==> src/rtl/alu32_wb.sv <==
// rtl/alu32_wb.sv - ALU result write-back buffer: FIFO of {result, flags, opcode} with optional sticky flags
// Optional sticky flag accumulator enabled by defining ALU32_WB_STICKY_FLAGS_EN.
module alu32_wb #(
  parameter int N     = 32,
  parameter int DEPTH = 4
) (
  input  logic                     clk,
  input  logic                     rst_n,
  input  logic                     in_valid,
  output logic                     in_ready,
  input  logic [N-1:0]             in_out,
  input  logic [3:0]               in_S,
  input  logic [4:0]               in_opCode,
  output logic                     out_valid,
  input  logic                     out_ready,
  output logic [N-1:0]             out_data,
  output logic [3:0]               out_S,
  output logic [4:0]               out_opCode,
  output logic [$clog2(DEPTH):0]   count,
  input  logic                     clr_sticky,
  output logic [3:0]               sticky
);

  localparam int AW = $clog2(DEPTH);
  localparam int CW = AW + 1;
  localparam logic [CW-1:0] FULL_CNT = CW'(DEPTH);

  logic [N-1:0]    mem_data [DEPTH];
  logic [3:0]      mem_s    [DEPTH];
  logic [4:0]      mem_op   [DEPTH];
  logic [AW-1:0]   wptr;
  logic [AW-1:0]   rptr;
  logic [CW-1:0]   cnt;
  logic            push;
  logic            pop;

  // Handshakes depend only on the registered occupancy, so a full buffer
  // refuses a push even when a pop frees a slot in the same cycle.
  assign in_ready  = (cnt < FULL_CNT);
  assign out_valid = (cnt != '0);
  assign push      = in_valid && in_ready;
  assign pop       = out_valid && out_ready;
  assign count     = cnt;

  assign out_data   = mem_data[rptr];
  assign out_S      = mem_s[rptr];
  assign out_opCode = mem_op[rptr];

  // Storage is reset so the head fields read as zero rather than X.
  always_ff @(posedge clk or negedge rst_n) begin
    if (!rst_n) begin
      for (int i = 0; i < DEPTH; i++) begin
        mem_data[i] <= '0;
        mem_s[i]    <= '0;
        mem_op[i]   <= '0;
      end
    end else if (push) begin
      mem_data[wptr] <= in_out;
      mem_s[wptr]    <= in_S;
      mem_op[wptr]   <= in_opCode;
    end
  end

  always_ff @(posedge clk or negedge rst_n) begin
    if (!rst_n) begin
      wptr <= '0;
      rptr <= '0;
      cnt  <= '0;
    end else begin
      if (push) wptr <= wptr + AW'(1);
      if (pop)  rptr <= rptr + AW'(1);
      case ({push, pop})
        2'b10:   cnt <= cnt + CW'(1);
        2'b01:   cnt <= cnt - CW'(1);
        default: cnt <= cnt;
      endcase
    end
  end

`ifdef ALU32_WB_STICKY_FLAGS_EN
  logic [3:0] sticky_q;

  // A push coinciding with a clear restarts accumulation from that push.
  always_ff @(posedge clk or negedge rst_n) begin
    if (!rst_n) begin
      sticky_q <= 4'h0;
    end else if (clr_sticky) begin
      sticky_q <= push ? in_S : 4'h0;
    end else if (push) begin
      sticky_q <= sticky_q | in_S;
    end
  end

  assign sticky = sticky_q;
`else
  logic unused_clr_sticky;

  assign unused_clr_sticky = clr_sticky;
  assign sticky            = 4'h0;
`endif

endmodule

==> config.mk <==
export PLATFORM = sky130hd
export DESIGN_NAME = alu32_wb
export DESIGN_NICKNAME = d
export VERILOG_FILES = /design/src/rtl/alu32_wb.sv
export SDC_FILE = /design/constraint.sdc
export NUM_CORES = 1
export LEC_CHECK = 0
export ABC_CLOCK_PERIOD_IN_PS = 1600
export CAP_MARGIN = 10
export CORE_MARGIN = 2
export CORE_UTILIZATION = 51
export CTS_CLUSTER_DIAMETER = 120
export DETAILED_ROUTE_END_ITERATION = 7
export PLACE_DENSITY = 0.76
export SYNTH_ARGS = -nofsm -noshare
export SYNTH_HDL_FRONTEND = slang
export SYNTH_SLANG_ARGS = --single-unit
export TNS_END_PERCENT = 20
==> constraint.sdc <==
create_clock -name clk -period 1.6 [get_ports clk]
set_input_delay 0.32 -clock clk [delete_from_list [all_inputs] [get_ports clk]]
set_output_delay 0.32 -clock clk [all_outputs]
set_load 0.005 [all_outputs]
== Word level (Yosys, flattened, before mapping) ==
Cells that the tools add are included.

* Flip-flop bits (word level): 171
* Output and inout port bits: 50
* Logic and storage cells: 51

* Add/subtract/negate cells: 4
* $lt $le $gt $ge: 4
* Equality and inequality tests: 2
* Mux-type cells: 19
* Bitwise gates (word level): 2
* Reduce and logical (&&, ||, !) cells: 5

{| class="wikitable"
|+ Operators with widths
! kind !! number
|-
| $bwmux 128 || 1
|-
| $mux 32 || 3
|-
| $bmux 32 s2 || 1
|-
| $demux 32 s2 || 1
|-
| $bwmux 20 || 1
|-
| $bwmux 16 || 1
|-
| $mux 5 || 3
|-
| $mux 4 || 3
|-
| $bmux 5 s2 || 1
|-
| $demux 5 s2 || 1
|-
| $bmux 4 s2 || 1
|-
| $demux 4 s2 || 1
|-
| $ge 3x3->1 const B || 2
|-
| $not 2->3 || 2
|-
| $pmux 3 s2 || 1
|-
| $add 2x1->2 const B || 2
|-
| $add 3x1->3 const B || 1
|-
| $logic_and 1x1->1 || 3
|-
| $lt 3x1->1 const B || 1
|-
| $lt 3x3->1 const B || 1
|-
| $reduce_bool 3->1 || 1
|-
| $sub 3x1->3 const B || 1
|-
| $eq 2x1->1 const B || 1
|-
| $eq 2x2->1 const B || 1
|-
| $reduce_bool 2->1 || 1
|}

== Longest topological paths before layout ==
Gate-level depths: netlist (run 1).

* Word-level depth: 6
* Depth in mapped cells: 9
* Depth with buffers taken out: 8

== Worst setup path after synthesis (run 1) ==
No wires, ideal clock.

* Path kind: input -> register
* From: input port in_valid
* To: register cnt[2], in the netlist count[2]
* Arrival time: 1.617 ns
* Setup slack: -0.097 ns
* Stages: 9
* Path buffers: 1
* Cells stage by stage: nor2b_2 -> buf_12 -> inv_1 -> ha_1 -> inv_1 -> fa_1 -> xor2_1 -> nor2_1 -> xnor2_1

* Word-level cells in the longest chain between the ends: 3
* Elaborated cells on any way between the ends: 5

{| class="wikitable"
|+ RTL lines
! element !! line !! RTL
|-
| from (decl) || 9 || <nowiki>input logic in_valid,</nowiki>
|-
| $logic_and 1x1->1 * || 41 || <nowiki>assign push = in_valid && in_ready;</nowiki>
|-
| $eq 2x1->1 / $eq 2x2->1 (equally long branches) || 72 || <nowiki>case ({push, pop})</nowiki>
|-
| $pmux 3 s2 / $reduce_bool 2->1 (equally long branches) || - ||
|-
| to (signal assigned) || 73 || <nowiki>2'b10: cnt <= cnt + CW'(1);</nowiki>
|-
| to (signal assigned) || 74 || <nowiki>2'b01: cnt <= cnt - CW'(1);</nowiki>
|-
| to (signal assigned) || 75 || <nowiki>default: cnt <= cnt;</nowiki>
|-
| to (decl) || 33 || <nowiki>logic [CW-1:0] cnt;</nowiki>
|}

Every way passes the cells marked *; elsewhere a longest branch is shown, timed or not.
A chain may end at the register's enable or synchronous reset.

== Worst setup path in the final report (run 1) ==
* From: register rptr[0]
* To: output port out_opCode[1]

* Word-level cells in the longest chain between the ends: 4

{| class="wikitable"
|+ RTL lines
! element !! line !! RTL
|-
| from (decl) || 32 || <nowiki>logic [AW-1:0] rptr;</nowiki>
|-
| from (signal assigned) || 71 || <nowiki>if (pop) rptr <= rptr + AW'(1);</nowiki>
|-
| $not 2->3 (implied by the code) || 47 || <nowiki>assign out_opCode = mem_op[rptr];</nowiki>
|-
| $bmux 5 s2 || 47 ||
|-
| $mux 5 (implied by the code) (2 in a row) || 47 ||
|-
| to (decl) || 18 || <nowiki>output logic [4:0] out_opCode,</nowiki>
|}

No other way between the ends. The select of a mux whose other input is x is not followed.

==> results of run 1 <==
## layer usage
layer / vias to the layer above / global-route usage / routed length, um
li1: 1891 / - / -
met1: 2332 / 0.302 / 7900
met4: 0 / 0.0598 / 152
met2: 84 / 0.343 / 8580
met3: 13 / 0.0565 / 765
met5: - / 0 / 0
## report_power, final
group          switching, uW  internal, uW
sequential              1310          6540
combinational           3620          7400
clock                   1730          2380
## state kept, by name, summed over array words and instances, names as in the netlist
register and count:
wptr 2, count 3, rptr 2, mem_s 16, mem_op 20, mem_data 128
## area by class of cell
| type | instances | area (um2) |
|---|---|---|
| tap | 216 | 270 |
| multi-input combinational | 233 | 3680 |
| sequential | 171 | 4280 |
| clock inverter | 10 | 101 |
| timing repair buffer | 154 | 1590 |
| clock buffer | 22 | 494 |
| inverter | 7 | 28.8 |
| fill | 1096 | 5490 |
## worst max-delay path: stages, from the launching register on
cell	delay [ps]
dfrtp_2	410
buf_12	140
buf_16	120
buf_12	120
mux4_2	490
buf_2	140
## placed cells by master (no fill, tap or decap), types with 4 or more instances in the layout
cell type	count
buf_12	24
buf_2	36
conb_1	4
buf_6	8
clkbuf_16	17
buf_16	4
nand2_8	4
inv_6	4
xnor2_1	4
clkbuf_8	5
mux2_4	160
mux2_2	4
dfrtp_1	169
inv_2	4
mux4_2	41
buf_4	32
clkdlybuf4s50_1	44
## repair_timing
action                                  CTS  global route
endpoints found under the hold margin    36             0
pin swaps                                 5             0
endpoints found under the setup margin   85           161
gates cloned                              5             0
gates resized for setup                 183            11
setup buffers                             9             0
hold buffers                              1             0
## path summary, 6_finish.rpt
check,slack [ps],end,depth (start not counted)
setup / recovery,-570,out_opCode[1],5
hold / removal,380,mem_data[35],2
setup reg to reg,-40,count[2],7
hold reg to reg,500,mem_data[27],1
max in group asynchronous,590,mem_data[7],3
min in group clk,500,mem_data[27],1
## kinds of logic after synthesis
logic type	Yosys count
compound gates	2
xor+xnor	6
fa+ha+maj	6
buf+inv	38
flops	171
mux	206
other cells	1
simple gates	9
## stage by stage
stage	util	hold slack, ps	power (uW)	setup TNS [ps]	cells
after CTS	0.657	394	23200	-22260	815
after global placement	0.613	255	18600	-73890	768
after floorplan	-	24.4	14700	-31.0	442
final	0.655	383	23000	-20510	813
after detailed placement	0.613	265	19000	-78260	768
after global routing	0.655	410	24300	-23600	813
==> run metrics, run 1 <==
die width=132 um; CTS sink count=171; global-route wire length before repair=29.2 mm; Place WS=-409 ps; crit share post-route=1.35; max cap viols=0; vias per cell=5.31; Synth Area in Compound Gates=0.00179; largest net degree at the start of global routing=49; Max clock buf depth=2; CTS tree=done; sequential share of the synthesized area=0.511; combinational family with the most area after synthesis=multiplexers; most common cell in the netlist=dfrtp_1; root buffer cell=clkbuf_16; number of remaining DRC errors=0; DPL Wire Length=11.0 mm; first drt pass iteration count=4; mux cell area share after synthesis=0.404; number of port buffers=90; Final Wtd Congestion=0.771; Final Hold Vio Count=0; setup violators final=44; most common flop cell mapped by yosys=dfrtp_1; Synth Instances=439; initial antenna violation count=0; maximum vdd drop=1.18 mV; Area Overhead vs Synth=24.8%; H-tree depth=4; clock transition at the registers of the reported paths=70 ps; final wirelength=17.4 mm; area of the core=0.0159 mm2; synthesized area per cell=19.1 um2; worst flop-to-flop path startpoint=count[2]; Post-synth EDFFs=0; Async SR Flop Fraction=1.00; Pleak=0.00513 uW; Setup crit start=rptr[0]; Fin Clk Skew=8.49 ps; Std-Cell Rows=46; Iter 0 DRT Violations=229; outcome=finished, violations left; via count=4320; CTS Buf Count=17; area of the die=0.0175 mm2; die height=132 um; Fmax achieved=461 MHz; largest area contributor in the netlist=dfrtp_1; Initial Util=0.525; # nets final=636; Worst Path Arrival=1850 ps; Synth area leaders=dfrtp_1 (51%), mux2_4 (29%), mux4_2 (11%); Yosys top cell area share=0.511; drt wl/cell=21.4 um; crit-path max FO=5; post-route worst setup slack=-568 ps; Congestion Overflow GR=0; fin area=0.0104 mm2; Pwr Density=2200 mW/mm2; hold crit path type=input pin to asynchronous set/reset pin; number of global-route vias before repair=5037; synth cell count leaders=dfrtp_1 (171), mux2_4 (160), mux4_2 (41), buf_12 (17), buf_4 (8); Distinct cells, synth=22; Detail Route Antenna Nets=0; GRT Resource Usage Total=0.217; Synth Area in Simple Gates=0.0126; diode count=0; placement-stage cell area=0.00977 mm2; layout cells sized above 1=0.606; adder-cell share of the synthesized area=0.00986; fin crit period=2170 ps; Max Slew Vio Count=0; Ys Warns=0; Post-Synth XOR/XNOR Area=0.00628; I/O pin total=96; clk_lat worst skew=420 ps; Req. time, crit path=1280 ps; Yosys reg bits=171; Critical Path Source Type=flip-flop; RSZ-0062 raised after global routing=yes; WS Path Type=flip-flop to output pin; cell area after synthesis=0.00837 mm2; Crit. End Element=output pin; failing checks=negative setup slack
Power figures use the tool's default switching activity.
==> run 2, diff against run 1 <==
--- a/config.mk
+++ b/config.mk
@@ -7,11 +7,13 @@
 export LEC_CHECK = 0
 export ABC_CLOCK_PERIOD_IN_PS = 1600
 export CAP_MARGIN = 10
+export CELL_PAD_IN_SITES_DETAIL_PLACEMENT = 2
+export CELL_PAD_IN_SITES_GLOBAL_PLACEMENT = 2
 export CORE_MARGIN = 2
-export CORE_UTILIZATION = 51
+export CORE_UTILIZATION = 39
 export CTS_CLUSTER_DIAMETER = 120
 export DETAILED_ROUTE_END_ITERATION = 7
-export PLACE_DENSITY = 0.76
+export PLACE_DENSITY_LB_ADDON = 0.1
 export SYNTH_ARGS = -nofsm -noshare
 export SYNTH_HDL_FRONTEND = slang
 export SYNTH_SLANG_ARGS = --single-unit
==> run 2 against run 1 <==
Compared with the run above: the run still ends with negative setup slack left; power is 2.9% higher; non-clock buffer count increased by 6; sequential cell count did not move; register-to-register slack worse by 30 ps; cell count increased by 8.0%; critical path depth shrank 1; via count is 1.9% higher; first-iteration DRC count down 57%; worst setup slack got worse by 45 ps; die area grew 30%; clock power grew 5.6%; utilization shrank 15 points.
==> run metrics, run 2 (synthesized netlist as in run 1, its figures left out) <==
outcome=finished, violations left; failing checks=negative setup slack; Place WS=-449 ps; placement-stage cell area=0.00990 mm2; met3 Use GR=0.0424; Detail Route Antenna Nets=0; CTS Buf Count=17; R2R depth=7; DPL Wire Length=12.7 mm; Pleak=0.00518 uW; Max Slew Vio Count=0; Fmax achieved=452 MHz; area of the die=0.0227 mm2; layout cells sized above 1=0.609; most used routing layer=met2; global-route wire length before repair=32.9 mm; GRT Resource Usage Total=0.195; root buffer cell=clkbuf_16; WS Path Type=flip-flop to output pin; # nets final=642; vias per cell=5.01; met2 usage in global routing=0.320; H-tree depth=4; via count=4400; largest net degree at the start of global routing=53; fin area=0.0106 mm2; Worst Path Arrival=1890 ps; setup TNS=-23510 ps; commonest non-fill, non-tap cells in the layout=dfrtp_1 (169), mux2_4 (160), clkdlybuf4s50_1 (43), mux4_2 (41), buf_2 (29); final std cells w/o fill=878; Max clock buf depth=2; Crit. End Element=output pin; first drt pass iteration count=4; Critical Path Source Type=flip-flop; hold crit path type=input pin to asynchronous set/reset pin; crit share post-route=1.38; Final Hold Vio Count=0; Final Wtd Congestion=0.739; final wirelength=20.3 mm; met1 GRT Util=0.265; clk_lat worst skew=430 ps; diode count=0; most flop-heavy register=mem_data; die height=151 um; Std-Cell Rows=53; Iter 0 DRT Violations=98; post-layout util=0.507; initial antenna violation count=0; CTS tree=done; drt wl/cell=23.1 um; max cap viols=0; fin crit period=2210 ps; max reg flops=128; Fin Clk Skew=6.86 ps; area of the core=0.0210 mm2; setup violators final=43; RSZ-0062 raised after global routing=yes; dpl cells=824; number of remaining DRC errors=0; Regs by FF count=mem_data x128, mem_op x20, mem_s x16; Initial Util=0.398; crit-path max FO=6; die width=151 um; I/O pin total=96; Req. time, crit path=1280 ps; clock transition at the registers of the reported paths=70 ps; Pwr Density=2220 mW/mm2; CTS sink count=171; Area Overhead vs Synth=27.2%; most common cell after layout, fill and taps aside=dfrtp_1; maximum vdd drop=0.924 mV; filler instances=1845; number of global-route vias before repair=5335; Congestion Overflow GR=0; post-route worst setup slack=-613 ps; number of port buffers=90
[run 2: metal layers]
metal,up-vias,part of all wire
met5,-,0
met1,2413,0.46
li1,1900,-
met2,76,0.50
met3,11,0.032
met4,0,0.010
[run 2: what timing repair did]
action                     4_1_cts  5_1_grt
resized for setup              193       21
hold endpoints to repair        23        0
pin swaps                        2        0
buffers inserted                21        1
setup endpoints to repair       69      174
hold buffers                     1        0
cloned                           3        0
[run 2: worst max-delay path, cell delays in order, from the launching register on]
cell	delay, ps
dfrtp_4	540
buf_12	160
buf_6	110
mux4_2	510
buf_2	150
[run 2: final cells by class]
class | instances | area [um2] | area share
well taps | 275 | 344 | 0.0323
flip-flops and latches | 171 | 4280 | 0.402
multi-input cells | 233 | 3680 | 0.346
repair buffers | 160 | 1690 | 0.159
inverters | 7 | 28.8 | 0.00270
clock inverters | 10 | 140 | 0.0132
clock buffers | 22 | 474 | 0.0445
[run 2: power by group]
group          leakage [uW]  internal, uW  total [uW]  switching (uW)
Sequential          0.00205          6550        8000            1450
Combinational       0.00283          7580       11300            3710
Clock              0.000292          2580        4340            1760
Total               0.00518         16700       23600            6920
[run 2: final timing paths]
kind | to | slack (ps) | start
min in group clk | mem_op[9] | 500 | mem_op[9]
worst max-delay path | out_opCode[4] | -610 | rptr[0]
worst min-delay path | mem_data[101] | 340 | rst_n
worst min register to register | mem_op[9] | 500 | mem_op[9]
max in group asynchronous | mem_data[19] | 680 | rst_n
worst max register to register | count[2] | -70 | count[1]
[run 2: metrics by stage]
step                total power, uW  hold WS (ps)
CTS                           23900           338
finish                        23600           340
global placement              18900           214
detailed placement            19300           213
global route                  25000           335
floorplan                     14700          24.4
==> run 3, diff against run 2 <==
--- a/config.mk
+++ b/config.mk
@@ -13,6 +13,7 @@
 export CORE_UTILIZATION = 39
 export CTS_CLUSTER_DIAMETER = 120
 export DETAILED_ROUTE_END_ITERATION = 7
+export HOLD_SLACK_MARGIN = 0.06
 export PLACE_DENSITY_LB_ADDON = 0.1
 export SYNTH_ARGS = -nofsm -noshare
 export SYNTH_HDL_FRONTEND = slang
==> results of run 3 <==
Final layout, timing and power as in run 2 (identical DEF).
